==> config.mk <==
export PLATFORM = sky130hd
export DESIGN_NAME = fetch_queue
export DESIGN_NICKNAME = d
export VERILOG_FILES = /design/src/rtl/fetch_queue.sv
export SDC_FILE = /design/constraint.sdc
export NUM_CORES = 1
export LEC_CHECK = 0
export BUFFER_PORTS_ARGS = -buffer_cell sky130_fd_sc_hd__buf_4
export CELL_PAD_IN_SITES_DETAIL_PLACEMENT = 1
export CELL_PAD_IN_SITES_GLOBAL_PLACEMENT = 1
export CORE_ASPECT_RATIO = 0.8
export CORE_MARGIN = 5
export CORE_UTILIZATION = 55
export CTS_BUF_LIST = sky130_fd_sc_hd__clkbuf_8 sky130_fd_sc_hd__clkbuf_16
export CTS_CLUSTER_SIZE = 20
export DETAILED_ROUTE_END_ITERATION = 10
export PLACE_DENSITY_LB_ADDON = 0.1
export SLEW_MARGIN = 10
export SYNTH_ARGS = -nofsm -noshare
export SYNTH_HDL_FRONTEND = slang
export SYNTH_SLANG_ARGS = --single-unit
==> constraint.sdc <==
create_clock -name clk -period 7.2 [get_ports clk]
set_input_delay 1.44 -clock clk [delete_from_list [all_inputs] [get_ports clk]]
set_output_delay 1.44 -clock clk [all_outputs]
set_load 0.02 [all_outputs]
==> src/rtl/fetch_queue.sv <==
// In-order {PC, instruction} buffer between fetch and decode. A circular
// buffer with wrap-bit pointers; flush_i empties it in one cycle.
module fetch_queue #(
    parameter int DEPTH = 4
) (
    input  logic                       clk,
    input  logic                       rst,
    input  logic                       flush_i,
    input  logic                       push_valid_i,
    input  logic [63:0]                push_pc_i,
    input  logic [31:0]                push_instr_i,
    output logic                       push_ready_o,
    output logic                       dec_valid_o,
    output logic [63:0]                dec_pc_o,
    output logic [31:0]                dec_instr_o,
    input  logic                       dec_ready_i,
    output logic [$clog2(DEPTH):0]     count_o
);

    localparam int AW = $clog2(DEPTH);
    localparam int PW = AW + 1;

    logic [PW-1:0] wr_ptr_reg;
    logic [PW-1:0] rd_ptr_reg;
    logic [63:0]   pc_mem [DEPTH];
    logic [31:0]   instr_mem [DEPTH];
    logic [63:0]   last_pc_reg;
    logic [31:0]   last_instr_reg;

    logic empty;
    logic full;
    logic push_fire;
    logic pop_fire;

    assign empty = (wr_ptr_reg == rd_ptr_reg);
    assign full  = (wr_ptr_reg[AW-1:0] == rd_ptr_reg[AW-1:0]) &&
                   (wr_ptr_reg[AW] != rd_ptr_reg[AW]);

    assign push_ready_o = !full;
    assign dec_valid_o  = !empty;
    assign count_o      = wr_ptr_reg - rd_ptr_reg;

    assign push_fire = push_valid_i && !full && !flush_i;
    assign pop_fire  = !empty && dec_ready_i && !flush_i;

    always_ff @(posedge clk or posedge rst) begin
        if (rst) begin
            wr_ptr_reg <= '0;
            rd_ptr_reg <= '0;
        end else if (flush_i) begin
            wr_ptr_reg <= '0;
            rd_ptr_reg <= '0;
        end else begin
            if (push_fire) begin
                wr_ptr_reg <= wr_ptr_reg + PW'(1);
            end
            if (pop_fire) begin
                rd_ptr_reg <= rd_ptr_reg + PW'(1);
            end
        end
    end

    // Storage is never reset; only the pointers define occupancy.
    always_ff @(posedge clk) begin
        if (push_fire) begin
            pc_mem[wr_ptr_reg[AW-1:0]]    <= push_pc_i;
            instr_mem[wr_ptr_reg[AW-1:0]] <= push_instr_i;
            last_pc_reg                   <= push_pc_i;
            last_instr_reg                <= push_instr_i;
        end
    end

    // While empty the head slot may never have been written, so show the
    // most recently pushed entry instead to keep the outputs X-free.
    always_comb begin
        dec_pc_o    = pc_mem[rd_ptr_reg[AW-1:0]];
        dec_instr_o = instr_mem[rd_ptr_reg[AW-1:0]];
        if (empty) begin
            dec_pc_o    = last_pc_reg;
            dec_instr_o = last_instr_reg;
        end
    end

endmodule
==> results of run 1 <==
kinds of logic after synthesis:
logic type	after synthesis
flip-flops	486
multiplexers	194
buffers and inverters	42
AND/OR/NAND/NOR	14
AO/OA/AOI/OAI	12
adder cells (fa/ha/maj)	8
XOR/XNOR	3
cells in the mapped netlist:
cell type	count	area share, %
clkbuf_1	9	0.18
nor2_1	5	0.10
and2_1	1	0.034
a211o_1	2	0.095
fa_1	1	0.11
o21a_1	2	0.082
buf_6	6	0.37
mux2_2	88	5.4
ha_1	7	0.48
nand3_2	1	0.054
buf_2	16	0.43
o31ai_1	2	0.082
edfxtp_1	480	78
nand3_1	1	0.027
o311ai_0	2	0.095
buf_4	2	0.082
and3_1	4	0.14
xnor2_1	1	0.048
nor2b_1	1	0.034
mux2_4	10	0.82
mux4_2	96	12
nand2_1	1	0.020
dfrtp_1	6	0.82
o2111ai_1	4	0.19
inv_1	9	0.18
xor2_1	1	0.048
xnor2_2	1	0.088
power by group:
part	internal [uW]	total, uW	switching, uW	leakage [uW]
Sequential	3230	3290	68.3	0.00447
Combinational	970	2020	1050	0.00212
Clock	1390	2400	1010	0.000770
per-layer routing:
layer,wire (microns),GRT usage [%]
met1,15400,27.4
met2,19900,36.1
met3,2210,4.12
met4,582,4.99
met5,21,0
layout make-up:
type	count	area [sq um]	area share, %
flip-flops and latches	486	14600	66.6
multi-input cells	231	3650	16.7
repair buffers	211	1580	7.24
clock buffers	48	1200	5.49
well taps	434	543	2.48
clock inverters	36	298	1.36
inverters	9	33.8	0.154
diodes	1	2.50	0.0114
final timing paths:
path / from / to / slack, ns
worst max-delay path: rd_ptr_reg[1] / dec_pc_o[2] / 2.09
worst min-delay path: wr_ptr_reg[0] / wr_ptr_reg[0] / 0.70
worst max register to register: rd_ptr_reg[1] / pc_mem[1][55] / 3.28
worst min register to register: wr_ptr_reg[0] / wr_ptr_reg[0] / 0.70
max in group asynchronous: rst / rd_ptr_reg[0] / 6.10
min in group asynchronous: rst / wr_ptr_reg[1] / 0.84
layout by cell type, fill, tap and decap left out, types with 4 or more instances in the layout:
master and count:
clkinv_2 8, buf_4 211, clkbuf_16 48, bufinv_16 5, and3_4 4, inv_1 18
ha_1 7, edfxtp_1 480, mux2_4 10, mux4_2 96, o2111ai_1 4, clkinv_1 11
nor2_1 5, dfrtp_1 4, mux2_2 88
worst max-delay path, cell delays in order (launching register included):
cell and delay [ns]:
dfrtp_4 0.93, inv_1 0.16, ha_1 0.38, nand3_4 0.38, buf_4 0.60, mux2_2 0.45
buf_4 0.17
stage by stage:
| step | cells | util (%) | area [sq um] | hold WS [ns] |
|---|---|---|---|---|
| floorplan | 759 | - | 18400 | 0.644 |
| global placement | 1371 | 61.1 | 20400 | 0.658 |
| detailed placement | 1371 | 61.1 | 20400 | 0.679 |
| CTS | 1455 | 65.6 | 21900 | 0.694 |
| global route | 1456 | 65.7 | 21900 | 0.722 |
| finish | 1456 | 65.7 | 21900 | 0.700 |
==> flow_summary.html, run 1 <==
<table>
<tr><th>Metric</th><th>Value</th></tr>
<tr><th colspan="2">Drt</th></tr>
<tr><td>Average wire length per cell after detail routing</td><td>about 26 microns</td></tr>
<tr><td>Antenna Violating Nets Remaining</td><td>0</td></tr>
<tr><td>DR vias</td><td>8412</td></tr>
<tr><td>Detailed-router iteration count before antenna repair</td><td>5</td></tr>
<tr><td>DR iter-0 viols</td><td>between 600 and 700</td></tr>
<tr><td>Detailed-route wire length</td><td>38200 microns</td></tr>
<tr><td>DRC violations left</td><td>0</td></tr>
<tr><td>Detail-routed via count per cell</td><td>roughly 5.8</td></tr>
<tr><th colspan="2">Worst hold path</th></tr>
<tr><td>Class of the worst hold path</td><td>register to register</td></tr>
<tr><td>Hold path cells</td><td>2</td></tr>
<tr><th colspan="2">STA</th></tr>
<tr><td>Final Skew</td><td>just over 0.02 ns</td></tr>
<tr><td>Final hold violation count</td><td>0</td></tr>
<tr><td>Max-Slew Margin vs Limit</td><td>roughly a third</td></tr>
<tr><td>Transition time of the tightest slew-check pin</td><td>between 0.9 and 1 ns</td></tr>
<tr><td>Setup ws final</td><td>2.09 ns</td></tr>
<tr><td>Final number of max-transition violations</td><td>0</td></tr>
<tr><td>Final setup fails</td><td>0</td></tr>
<tr><td>Unrepaired setup endpoints after global routing</td><td>no</td></tr>
<tr><td>Tcrit/Tclk final</td><td>a little over 70%</td></tr>
<tr><td>Fmax</td><td>196 MHz</td></tr>
<tr><td>Sum Neg Setup Slack</td><td>0 ns</td></tr>
<tr><td>Clock period minus final worst setup slack</td><td>between 5 and 6 ns</td></tr>
<tr><th colspan="2">Synthesis</th></tr>
<tr><td>Gate count of the mapped netlist</td><td>approximately 760</td></tr>
<tr><td>Post-synthesis instance area</td><td>around 18000 sq um</td></tr>
<tr><td>Number of distinct library cell variants in the gate-level netlist after synthesis</td><td>27</td></tr>
<tr><td>Per-instance average area after synthesis</td><td>roughly 24 sq um</td></tr>
<tr><td>Fraction of the mapped netlist area in simple logic gates</td><td>less than 1%</td></tr>
<tr><td>Area share of fa/ha/maj cells after synthesis</td><td>less than 1%</td></tr>
<tr><td>Share of synthesized area spent on multiplexers</td><td>between 10% and 20%</td></tr>
<tr><td>Syn_nets</td><td>~870</td></tr>
<tr><td>Synthesized-area fraction occupied by ao, oa, aoi and oai cells</td><td>less than 1%</td></tr>
<tr><td>Dominant combinational cell family by area after synthesis</td><td>multiplexers</td></tr>
<tr><td>Count of synthesis-stage warnings from yosys</td><td>0</td></tr>
<tr><td>Synth Area in XOR/XNOR</td><td>less than 1%</td></tr>
<tr><td>Share of synthesized area occupied by flip-flops and latches</td><td>~79%</td></tr>
<tr><td>Flip-flop and latch count after synthesis</td><td>486</td></tr>
<tr><th colspan="2">CTS</th></tr>
<tr><td>Count of cells resized by post-cts repair</td><td>0</td></tr>
<tr><td>Cts-stage hold buffer count</td><td>0</td></tr>
<tr><td>Number of clock sinks seen by CTS</td><td>~500</td></tr>
<tr><td>TritonCTS clock tree</td><td>yes</td></tr>
<tr><td>Number of setup buffers added after CTS</td><td>0</td></tr>
<tr><td>H-Tree Level Count</td><td>2</td></tr>
<tr><td>Worst-Skew Late Latency</td><td>0.56 ns</td></tr>
<tr><td>Clock input transition at the sequential cells of the worst setup and hold paths</td><td>roughly 0.06 ns</td></tr>
<tr><td>Number of buffers created by CTS</td><td>47</td></tr>
<tr><td>Number of buffers on the longest clock path</td><td>3</td></tr>
<tr><td>Clock root buffer master</td><td>clkbuf_16</td></tr>
<tr><th colspan="2">Floorplan</th></tr>
<tr><td>Area of the die</td><td>roughly 37000 sq um</td></tr>
<tr><td>Top-Level Pins</td><td>between 200 and 250</td></tr>
<tr><td>Die Wd</td><td>215 microns</td></tr>
<tr><td>Vertical die dimension</td><td>around 170 microns</td></tr>
<tr><td>Area of the core</td><td>33300 sq um</td></tr>
<tr><td>Initial standard-cell utilization of the core</td><td>between 50% and 60%</td></tr>
<tr><td>Site row count</td><td>60</td></tr>
<tr><th colspan="2">Layout</th></tr>
<tr><td>Max FFs per register</td><td>roughly 260</td></tr>
<tr><td>Total Nets Final</td><td>approximately 1100</td></tr>
<tr><td>Fillers</td><td>2680</td></tr>
<tr><td>Area growth, synth to finish</td><td>18.8%</td></tr>
<tr><td>Fraction of layout cells with a size suffix above 1</td><td>46.8%</td></tr>
<tr><th colspan="2">Outcome</th></tr>
<tr><td>Status</td><td>complete, no violations</td></tr>
<tr><th colspan="2">Setup path</th></tr>
<tr><td>Crit Path Class</td><td>register to output pin</td></tr>
<tr><td>Data required time at the worst endpoint</td><td>roughly 5.8 ns</td></tr>
<tr><td>Crit path capture type</td><td>output pin</td></tr>
<tr><td>Number of cell instances on the worst register-to-register path</td><td>6</td></tr>
<tr><td>Worst Setup Start Kind</td><td>register</td></tr>
<tr><td>CP Data Arrival Time</td><td>roughly 3.7 ns</td></tr>
<tr><td>Biggest fanout along the worst timing path</td><td>between 40 and 50</td></tr>
<tr><th colspan="2">Global route</th></tr>
<tr><td>GRT Overall Usage</td><td>20.7%</td></tr>
<tr><td>Initial antenna violation count</td><td>3</td></tr>
<tr><td>Remaining Overflow, GRT</td><td>0</td></tr>
<tr><td>Wire length of the first global-routing pass</td><td>between 50000 and 60000 microns</td></tr>
<tr><td>Vias in the first global route</td><td>9524</td></tr>
<tr><td>Pin count of the biggest net entering global routing</td><td>60</td></tr>
<tr><th colspan="2">Job</th></tr>
<tr><td>Max-cap violations</td><td>0</td></tr>
<tr><th colspan="2">Placement</th></tr>
<tr><td>Place WS</td><td>2.60 ns</td></tr>
<tr><td>GPL Wtd Cong</td><td>0.724</td></tr>
<tr><td>Half-perimeter wire length after detailed placement</td><td>around 22000 microns</td></tr>
<tr><td>Buffers on Ports</td><td>201</td></tr>
<tr><th colspan="2">Pwr</th></tr>
<tr><td>Ratio of total power to cell area</td><td>352 nW/um^2</td></tr>
<tr><td>Max VDD drop</td><td>approximately 0.24 mV</td></tr>
<tr><td>Leakage power</td><td>0.00735 uW</td></tr>
<tr><td>Power consumption</td><td>between 7000 and 8000 uW</td></tr>
</table>
Power figures use the tool's default switching activity.
==> run 2, diff against run 1 <==
ABC_AREA = 1   (was default)
CORE_UTILIZATION = 47   (was 55)
clock period = 4.8 ns   (was 7.2 ns; I/O delays follow)
==> flow_summary.html, run 2 <==
<table>
<tr><th>Metric</th><th>Value</th></tr>
<tr><th colspan="2">STA</th></tr>
<tr><td>Fmax</td><td>231 MHz</td></tr>
<tr><td>Final setup fails</td><td>0 (unchanged)</td></tr>
<tr><td>Final hold violation count</td><td>0 (unchanged)</td></tr>
<tr><td>Clock period minus final worst setup slack</td><td>4.33 ns</td></tr>
<tr><td>Max-Slew Margin vs Limit</td><td>21.1% (was 35.3%)</td></tr>
<tr><td>Sum Neg Setup Slack</td><td>0 ns (unchanged)</td></tr>
<tr><td>Minimum hold slack</td><td>0.310 ns (was 0.700 ns)</td></tr>
<tr><td>Final number of max-transition violations</td><td>0 (unchanged)</td></tr>
<tr><td>Unrepaired setup endpoints after global routing</td><td>no (unchanged)</td></tr>
<tr><td>Tcrit/Tclk final</td><td>around 90%</td></tr>
<tr><td>Final Skew</td><td>0.0198 ns (was 0.0204 ns)</td></tr>
<tr><td>Transition time of the tightest slew-check pin</td><td>1.18 ns (was 0.971 ns)</td></tr>
<tr><th colspan="2">Pwr</th></tr>
<tr><td>Power consumption</td><td>11100 uW (was 7710 uW)</td></tr>
<tr><td>Max VDD drop</td><td>0.373 mV (was 0.240 mV)</td></tr>
<tr><td>Int Power</td><td>7760 uW (was 5580 uW)</td></tr>
<tr><td>Sequential cell fraction of total power</td><td>43.6% (was 42.7%)</td></tr>
<tr><td>Ratio of total power to cell area</td><td>458 nW/um^2 (was 352 nW/um^2)</td></tr>
<tr><td>Switching fraction of total power</td><td>30.1% (was 27.6%)</td></tr>
<tr><td>Share of power burned in the clock network</td><td>33.6% (was 31.1%)</td></tr>
<tr><td>Leakage power</td><td>0.0102 uW (was 0.00735 uW)</td></tr>
<tr><td>Switching power</td><td>3330 uW (was 2130 uW)</td></tr>
<tr><td>Share of power burned in combinational logic</td><td>22.8% (was 26.2%)</td></tr>
<tr><th colspan="2">Global route</th></tr>
<tr><td>Initial antenna violation count</td><td>3 (unchanged)</td></tr>
<tr><td>Vias in the first global route</td><td>14700 (was 9524)</td></tr>
<tr><td>Remaining Overflow, GRT</td><td>0 (unchanged)</td></tr>
<tr><td>GRT Overall Usage</td><td>21.5% (was 20.7%)</td></tr>
<tr><td>Pin count of the biggest net entering global routing</td><td>232 (was 60)</td></tr>
<tr><td>Wire length of the first global-routing pass</td><td>81200 microns (was 59000 microns)</td></tr>
<tr><th colspan="2">Synthesis</th></tr>
<tr><td>Most common cell in the synthesized netlist</td><td>nand2_1 (was edfxtp_1)</td></tr>
<tr><td>Synth top area cells</td><td>edfxtp_1 70%, nand2_1 13%, nor2_1 7.1%, inv_1 3.7%, nand3_1 2.5% (was edfxtp_1 78%, mux4_2 12%, mux2_2 5.4%, dfrtp_1 0.82%, mux2_4 0.82%)</td></tr>
<tr><td>Flip-flop and latch count after synthesis</td><td>486 (unchanged)</td></tr>
<tr><td>Number of synthesized flops with an enable pin</td><td>480 (unchanged)</td></tr>
<tr><td>Library cell with the largest summed area after synthesis</td><td>edfxtp_1 (unchanged)</td></tr>
<tr><td>Asr flop ratio synth</td><td>1.23% (unchanged)</td></tr>
<tr><td>Gate count of the mapped netlist</td><td>1991 (was 759)</td></tr>
<tr><td>Share of synthesized area occupied by flip-flops and latches</td><td>70.5% (was 79.1%)</td></tr>
<tr><td>Area fraction of the dominant cell type after synthesis</td><td>69.8% (was 78.3%)</td></tr>
<tr><td>Count of synthesis-stage warnings from yosys</td><td>0 (unchanged)</td></tr>
<tr><td>Most used DFF post-synth</td><td>edfxtp_1 (unchanged)</td></tr>
<tr><td>Per-instance average area after synthesis</td><td>10.4 sq um (was 24.3 sq um)</td></tr>
<tr><td>Syn_nets</td><td>2100 (was 868)</td></tr>
<tr><td>Most used standard cells in the synthesized netlist</td><td>689 x nand2_1, 480 x edfxtp_1, 390 x nor2_1 (was 480 x edfxtp_1, 96 x mux4_2, 88 x mux2_2)</td></tr>
<tr><td>Number of distinct library cell variants in the gate-level netlist after synthesis</td><td>17 (was 27)</td></tr>
<tr><td>Post-synthesis instance area</td><td>20700 sq um (was 18400 sq um)</td></tr>
<tr><th colspan="2">CTS</th></tr>
<tr><td>TritonCTS clock tree</td><td>yes (unchanged)</td></tr>
<tr><td>Cts-stage hold buffer count</td><td>0 (unchanged)</td></tr>
<tr><td>Clock root buffer master</td><td>clkbuf_16 (unchanged)</td></tr>
<tr><td>Number of clock sinks seen by CTS</td><td>486 (unchanged)</td></tr>
<tr><td>Clock input transition at the sequential cells of the worst setup and hold paths</td><td>0.06 ns (about the same)</td></tr>
<tr><td>Count of cells resized by post-cts repair</td><td>0 (unchanged)</td></tr>
<tr><td>Number of buffers created by CTS</td><td>51 (was 47)</td></tr>
<tr><td>H-Tree Level Count</td><td>2 (unchanged)</td></tr>
<tr><td>Worst-Skew Late Latency</td><td>0.60 ns (was 0.56 ns)</td></tr>
<tr><td>Number of setup buffers added after CTS</td><td>0 (unchanged)</td></tr>
<tr><td>Number of buffers on the longest clock path</td><td>3 (unchanged)</td></tr>
<tr><th colspan="2">Placement</th></tr>
<tr><td>Half-perimeter wire length after detailed placement</td><td>29900 microns (was 22500 microns)</td></tr>
<tr><td>Placed Area</td><td>22600 sq um (was 20400 sq um)</td></tr>
<tr><td>GPL Wtd Cong</td><td>0.752 (was 0.724)</td></tr>
<tr><td>Placed cell count</td><td>2679 (was 1371)</td></tr>
<tr><td>Buffers on Ports</td><td>201 (unchanged)</td></tr>
<tr><th colspan="2">Drt</th></tr>
<tr><td>Antenna Violating Nets Remaining</td><td>0 (unchanged)</td></tr>
<tr><td>DRC violations left</td><td>0 (unchanged)</td></tr>
<tr><td>DR iter-0 viols</td><td>823 (was 608)</td></tr>
<tr><td>Detailed-route wire length</td><td>52100 microns (was 38200 microns)</td></tr>
<tr><td>Detail-routed via count per cell</td><td>5.03 (was 5.78)</td></tr>
<tr><td>Detailed-router iteration count before antenna repair</td><td>5 (unchanged)</td></tr>
<tr><td>Average wire length per cell after detail routing</td><td>18.8 microns (was 26.2 microns)</td></tr>
<tr><td>DR vias</td><td>13900 (was 8412)</td></tr>
<tr><th colspan="2">Setup path</th></tr>
<tr><td>Most numerous cell on the critical path</td><td>nand2_1 (was buf_4)</td></tr>
<tr><td>Data required time at the worst endpoint</td><td>3.84 ns (was 5.76 ns)</td></tr>
<tr><td>Biggest fanout along the worst timing path</td><td>231 (was 47)</td></tr>
<tr><td>Cell family contributing the most delay on the critical path</td><td>buffers and inverters (was flip-flops)</td></tr>
<tr><td>Reg-to-reg slack, setup</td><td>1.40 ns (was 3.28 ns)</td></tr>
<tr><td>Worst path cell trace</td><td>buf_12, buf_4, nor2_1, nor2_1, nand2_1, nand2_1, nand2_1, nand2_1, buf_4 (was inv_1, ha_1, nand3_4, buf_4, mux2_2, buf_4)</td></tr>
<tr><td>CP Data Arrival Time</td><td>3.37 ns (was 3.67 ns)</td></tr>
<tr><td>Bufs and invs on worst path</td><td>3 (unchanged)</td></tr>
<tr><td>Crit Path Class</td><td>register to output pin (unchanged)</td></tr>
<tr><td>Worst Setup Start Kind</td><td>register (unchanged)</td></tr>
<tr><td>Slowest stage cell on the critical path</td><td>buf_4 (was dfrtp_4)</td></tr>
<tr><td>Crit path capture type</td><td>output pin (unchanged)</td></tr>
<tr><td>Stage delay of the slowest cell on the critical path</td><td>0.74 ns (was 0.93 ns)</td></tr>
<tr><th colspan="2">Floorplan</th></tr>
<tr><td>Die Wd</td><td>244 microns (was 215 microns)</td></tr>
<tr><td>Site row count</td><td>68 (was 60)</td></tr>
<tr><td>Top-Level Pins</td><td>202 (unchanged)</td></tr>
<tr><td>Area of the core</td><td>43300 sq um (was 33300 sq um)</td></tr>
<tr><td>Initial standard-cell utilization of the core</td><td>47.7% (was 55.2%)</td></tr>
<tr><td>Vertical die dimension</td><td>198 microns (was 174 microns)</td></tr>
<tr><td>Area of the die</td><td>48300 sq um (was 37300 sq um)</td></tr>
<tr><th colspan="2">Layout</th></tr>
<tr><td>Non-filler instance count after layout</td><td>2774 (was 1456)</td></tr>
<tr><td>Fraction of layout cells with a size suffix above 1</td><td>13.6% (was 46.8%)</td></tr>
<tr><td>Fillers</td><td>4706 (was 2680)</td></tr>
<tr><td>Most used cells in the layout excluding fill and tap cells</td><td>689 x nand2_1, 480 x edfxtp_1, 386 x nor2_1, 220 x inv_1, 215 x buf_4 (was 480 x edfxtp_1, 211 x buf_4, 96 x mux4_2, 88 x mux2_2, 48 x clkbuf_16)</td></tr>
<tr><td>Total Nets Final</td><td>2281 (was 1095)</td></tr>
<tr><td>Cell area after layout</td><td>24200 sq um (was 21900 sq um)</td></tr>
<tr><td>Max FFs per register</td><td>256 (unchanged)</td></tr>
<tr><td>Most common cell after layout, fill and taps aside</td><td>nand2_1 (was edfxtp_1)</td></tr>
<tr><td>Area growth, synth to finish</td><td>17.2% (was 18.8%)</td></tr>
<tr><th colspan="2">Outcome</th></tr>
<tr><td>Status</td><td>complete, no violations (unchanged)</td></tr>
<tr><th colspan="2">Worst hold path</th></tr>
<tr><td>Class of the worst hold path</td><td>primary input to asynchronous set/reset pin (was register to register)</td></tr>
<tr><th colspan="2">Job</th></tr>
<tr><td>Max-cap violations</td><td>0 (unchanged)</td></tr>
</table>
==> run 2: cell types whose count changed in the layout (fill, tap and decap cells not counted), moves of 6 or more <==
cell,previous run,this run
inv_1,18,220
mux2_4,10,0
mux4_2,96,0
nand3_1,1,104
mux2_2,88,0
nor2_1,5,386
nand4_1,0,6
nand2_1,1,689
buf_12,0,9
==> run 2: final cells by class <==
type | instances | area (sq um) | area share (%)
inverter | 209 | 790 | 3.26
tap | 560 | 701 | 2.89
sequential | 486 | 14600 | 60.2
antenna | 2 | 5.00 | 0.0207
multi-input combinational | 1200 | 4780 | 19.8
timing repair buffer | 224 | 1790 | 7.41
clock inverter | 41 | 262 | 1.08
clock buffer | 52 | 1300 | 5.38
==> run 2: worst paths after layout <==
check / endpoint / from / cells after the start
setup / recovery: dec_pc_o[27] / rd_ptr_reg[0] / 9
hold / removal: wr_ptr_reg[2] / rst / 2
setup reg to reg: last_instr_reg[13] / wr_ptr_reg[0] / 9
hold reg to reg: wr_ptr_reg[2] / wr_ptr_reg[2] / 2
max in group asynchronous: rd_ptr_reg[1] / rst / 2
min in group clk: pc_mem[3][34] / push_pc_i[34] / 1
==> run 2: cell families after synthesis <==
family,synth area share [%]
adder cells (fa/ha/maj),0.521
AND/OR/NAND/NOR,22.4
buffers and inverters,6.56
XOR/XNOR,0.0424
flip-flops,70.5
==> run 2: power groups by stage <==
stage	Sequential [uW]	Clock (uW)	Combinational, uW
CTS	4840	3820	2580
global placement	4920	0	2490
floorplan	4930	0	1550
finish	4840	3730	2530
detailed placement	4930	0	2560
global route	4840	4000	2780
==> run 2: metrics by stage <==
step / setup WS (ns) / utilization (%)
floorplan: -1.44 / -
global placement: 1.28 / 52.3
detailed placement: 1.18 / 52.3
CTS: 0.491 / 55.9
global route: 0.257 / 55.9
finish: 0.468 / 55.9
==> run 2: routing by layer <==
layer  wire length, microns  part of all wire [%]  vias to the layer above  global-route usage, %
met1                  22500                    43                     6926                   28.0
li1                       -                     -                     6702                      -
met5                     18                 0.035                        -                      0
met3                   2290                   4.4                       61                   3.17
met2                  26400                    51                      257                   38.2
met4                    922                   1.8                        2                   5.22
==> run 3, diff against run 2 <==
MAX_ROUTING_LAYER = met4   (was default)
REMOVE_ABC_BUFFERS = 1   (was default)
==> flow_summary.html, run 3 (synthesized netlist as in run 2, its figures left out) <==
<table>
<tr><th>Metric</th><th>Value</th></tr>
<tr><th colspan="2">STA</th></tr>
<tr><td>Max-Slew Margin vs Limit</td><td>25.5% (was 21.1%)</td></tr>
<tr><td>Final number of max-transition violations</td><td>0 (unchanged)</td></tr>
<tr><td>Final setup fails</td><td>0 (unchanged)</td></tr>
<tr><td>Unrepaired setup endpoints after global routing</td><td>no (unchanged)</td></tr>
<tr><td>Sum Neg Setup Slack</td><td>0 ns (unchanged)</td></tr>
<tr><td>Fmax</td><td>237 MHz (was 231 MHz)</td></tr>
<tr><td>Clock period minus final worst setup slack</td><td>4.22 ns (was 4.33 ns)</td></tr>
<tr><td>Transition time of the tightest slew-check pin</td><td>1.12 ns (was 1.18 ns)</td></tr>
<tr><td>Tcrit/Tclk final</td><td>87.9% (was 90.2%)</td></tr>
<tr><td>Final Skew</td><td>0.0109 ns (was 0.0198 ns)</td></tr>
<tr><td>Final hold violation count</td><td>0 (unchanged)</td></tr>
<tr><th colspan="2">Setup path</th></tr>
<tr><td>Data required time at the worst endpoint</td><td>3.84 ns (about the same)</td></tr>
<tr><td>Reg-to-Reg End</td><td>pc_mem[3][7] (was last_instr_reg[13])</td></tr>
<tr><td>Worst Setup Start Kind</td><td>register (unchanged)</td></tr>
<tr><td>Stage delay of the slowest cell on the critical path</td><td>0.73 ns (was 0.74 ns)</td></tr>
<tr><td>Worst path cell trace</td><td>inv_4, buf_4, buf_4, nor2_1, nand2_1, nand2_1, nand2_1, nand2_1, buf_4 (was buf_12, buf_4, nor2_1, nor2_1, nand2_1, nand2_1, nand2_1, nand2_1, buf_4)</td></tr>
<tr><td>Worst path depth</td><td>9 (unchanged)</td></tr>
<tr><td>Bufs and invs on worst path</td><td>4 (was 3)</td></tr>
<tr><td>Reg-to-reg slack, setup</td><td>1.38 ns (was 1.40 ns)</td></tr>
<tr><td>Startpoint of the worst register-to-register path</td><td>rd_ptr_reg[1] (was wr_ptr_reg[0])</td></tr>
<tr><td>Crit path capture type</td><td>output pin (unchanged)</td></tr>
<tr><td>Cell family contributing the most delay on the critical path</td><td>buffers and inverters (unchanged)</td></tr>
<tr><td>Number of cell instances on the worst register-to-register path</td><td>8 (was 9)</td></tr>
<tr><td>CP Data Arrival Time</td><td>3.26 ns (was 3.37 ns)</td></tr>
<tr><td>Capture point of the worst path</td><td>dec_pc_o[9] (was dec_pc_o[27])</td></tr>
<tr><td>Slowest stage cell on the critical path</td><td>buf_4 (unchanged)</td></tr>
<tr><td>Most numerous cell on the critical path</td><td>nand2_1 (unchanged)</td></tr>
<tr><td>Crit Path Class</td><td>register to output pin (unchanged)</td></tr>
<tr><td>Biggest fanout along the worst timing path</td><td>56 (was 231)</td></tr>
<tr><td>Origin of the worst setup path</td><td>rd_ptr_reg[1] (was rd_ptr_reg[0])</td></tr>
<tr><th colspan="2">Global route</th></tr>
<tr><td>GRT Overall Usage</td><td>21.7% (was 21.5%)</td></tr>
<tr><td>Pin count of the biggest net entering global routing</td><td>253 (was 232)</td></tr>
<tr><td>Initial antenna violation count</td><td>4 (was 3)</td></tr>
<tr><td>Wire length of the first global-routing pass</td><td>80800 microns (was 81200 microns)</td></tr>
<tr><td>Remaining Overflow, GRT</td><td>0 (unchanged)</td></tr>
<tr><td>Vias in the first global route</td><td>15000 (was 14700)</td></tr>
<tr><th colspan="2">Drt</th></tr>
<tr><td>Detailed-router iteration count before antenna repair</td><td>4 (was 5)</td></tr>
<tr><td>DRC violations left</td><td>0 (unchanged)</td></tr>
<tr><td>Detailed-route wire length</td><td>51700 microns (was 52100 microns)</td></tr>
<tr><td>DR vias</td><td>13900 (about the same)</td></tr>
<tr><td>Average wire length per cell after detail routing</td><td>18.7 microns (was 18.8 microns)</td></tr>
<tr><td>Detail-routed via count per cell</td><td>5.02 (was 5.03)</td></tr>
<tr><td>Antenna Violating Nets Remaining</td><td>0 (unchanged)</td></tr>
<tr><td>DR iter-0 viols</td><td>795 (was 823)</td></tr>
<tr><th colspan="2">Layout</th></tr>
<tr><td>Area growth, synth to finish</td><td>17.1% (was 17.2%)</td></tr>
<tr><td>Total area of multi-input combinational cells</td><td>4780 sq um (unchanged)</td></tr>
<tr><td>FF/Latch Area</td><td>14600 sq um (unchanged)</td></tr>
<tr><td>Core Util, Final</td><td>55.8% (was 55.9%)</td></tr>
<tr><td>Cell area after layout</td><td>24200 sq um (about the same)</td></tr>
<tr><td>Max FFs per register</td><td>256 (unchanged)</td></tr>
<tr><td>Most common cell after layout, fill and taps aside</td><td>nand2_1 (unchanged)</td></tr>
<tr><td>Non-filler instance count after layout</td><td>2771 (was 2774)</td></tr>
<tr><td>Fillers</td><td>4586 (was 4706)</td></tr>
<tr><td>Fraction of layout cells with a size suffix above 1</td><td>13.5% (was 13.6%)</td></tr>
<tr><td>Total Nets Final</td><td>2279 (was 2281)</td></tr>
<tr><td>Most used cells in the layout excluding fill and tap cells</td><td>689 x nand2_1, 480 x edfxtp_1, 386 x nor2_1, 215 x inv_1, 211 x buf_4 (was 689 x nand2_1, 480 x edfxtp_1, 386 x nor2_1, 220 x inv_1, 215 x buf_4)</td></tr>
<tr><th colspan="2">CTS</th></tr>
<tr><td>Number of clock sinks seen by CTS</td><td>486 (unchanged)</td></tr>
<tr><td>Worst-Skew Late Latency</td><td>0.56 ns (was 0.60 ns)</td></tr>
<tr><td>Cts-stage hold buffer count</td><td>0 (unchanged)</td></tr>
<tr><td>Number of buffers created by CTS</td><td>49 (was 51)</td></tr>
<tr><td>Clock input transition at the sequential cells of the worst setup and hold paths</td><td>0.06 ns (about the same)</td></tr>
<tr><td>Clock root buffer master</td><td>clkbuf_16 (unchanged)</td></tr>
<tr><td>H-Tree Level Count</td><td>2 (unchanged)</td></tr>
<tr><td>Number of setup buffers added after CTS</td><td>0 (unchanged)</td></tr>
<tr><td>Number of buffers on the longest clock path</td><td>3 (unchanged)</td></tr>
<tr><td>TritonCTS clock tree</td><td>yes (unchanged)</td></tr>
<tr><td>Count of cells resized by post-cts repair</td><td>0 (unchanged)</td></tr>
<tr><th colspan="2">Worst hold path</th></tr>
<tr><td>Class of the worst hold path</td><td>primary input to asynchronous set/reset pin (unchanged)</td></tr>
<tr><th colspan="2">Placement</th></tr>
<tr><td>Placed Area</td><td>22700 sq um (was 22600 sq um)</td></tr>
<tr><td>Half-perimeter wire length after detailed placement</td><td>30100 microns (was 29900 microns)</td></tr>
<tr><td>GPL Wtd Cong</td><td>0.731 (was 0.752)</td></tr>
<tr><td>Placed cell count</td><td>2679 (unchanged)</td></tr>
<tr><td>Buffers on Ports</td><td>201 (unchanged)</td></tr>
<tr><th colspan="2">Pwr</th></tr>
<tr><td>Max VDD drop</td><td>0.337 mV (was 0.373 mV)</td></tr>
<tr><td>Leakage power</td><td>0.0102 uW (about the same)</td></tr>
<tr><td>Ratio of total power to cell area</td><td>452 nW/um^2 (was 458 nW/um^2)</td></tr>
<tr><th colspan="2">Floorplan</th></tr>
<tr><td>Area of the die</td><td>48300 sq um (unchanged)</td></tr>
<tr><td>Initial standard-cell utilization of the core</td><td>47.7% (unchanged)</td></tr>
<tr><td>Die Wd</td><td>244 microns (unchanged)</td></tr>
<tr><td>Top-Level Pins</td><td>202 (unchanged)</td></tr>
<tr><td>Vertical die dimension</td><td>198 microns (unchanged)</td></tr>
<tr><td>Area of the core</td><td>43300 sq um (unchanged)</td></tr>
<tr><td>Site row count</td><td>68 (unchanged)</td></tr>
<tr><th colspan="2">Outcome</th></tr>
<tr><td>Status</td><td>complete, no violations (unchanged)</td></tr>
<tr><th colspan="2">Job</th></tr>
<tr><td>Max-cap violations</td><td>0 (unchanged)</td></tr>
</table>
run 3: metrics by stage:
stage	hold WS (ns)	power, uW	setup WS (ns)
finish	0.339	10900	0.580
global route	0.345	11500	0.364
CTS	0.322	11100	0.511
detailed placement	0.579	7490	1.13
global placement	0.567	7420	1.14
floorplan	0.524	6540	-7.91
run 3: power breakdown:
group	switching, uW	total [uW]	internal [uW]
clock	1550	3570	2010
combinational	1650	2500	847
sequential	55.4	4860	4800
total	3260	10900	7660
run 3: metal layers:
layer,global-route usage [%],vias up,part of all wire (%)
met5,-,-,0
met4,4.26,0,1.5
met3,3.50,63,3.7
met2,38.1,219,51
met1,27.2,6920,44
li1,-,6695,-
run 3: layout make-up:
type,count,share of cell area [%]
diodes,4,0.0414
inverters,209,3.27
flip-flops and latches,486,60.2
well taps,560,2.90
clock buffers,51,5.28
repair buffers,224,7.63
multi-input cells,1200,19.8
clock inverters,37,0.859
run 3: how the worst min path moves through the flow:
stage                         end  cells after the start  slack, ns
global route        wr_ptr_reg[1]                      2       0.34
detailed placement  wr_ptr_reg[2]                      2       0.58
global placement    wr_ptr_reg[0]                      2       0.57
floorplan           wr_ptr_reg[0]                      2       0.52
finish              wr_ptr_reg[1]                      2       0.34
CTS                 wr_ptr_reg[1]                      2       0.32
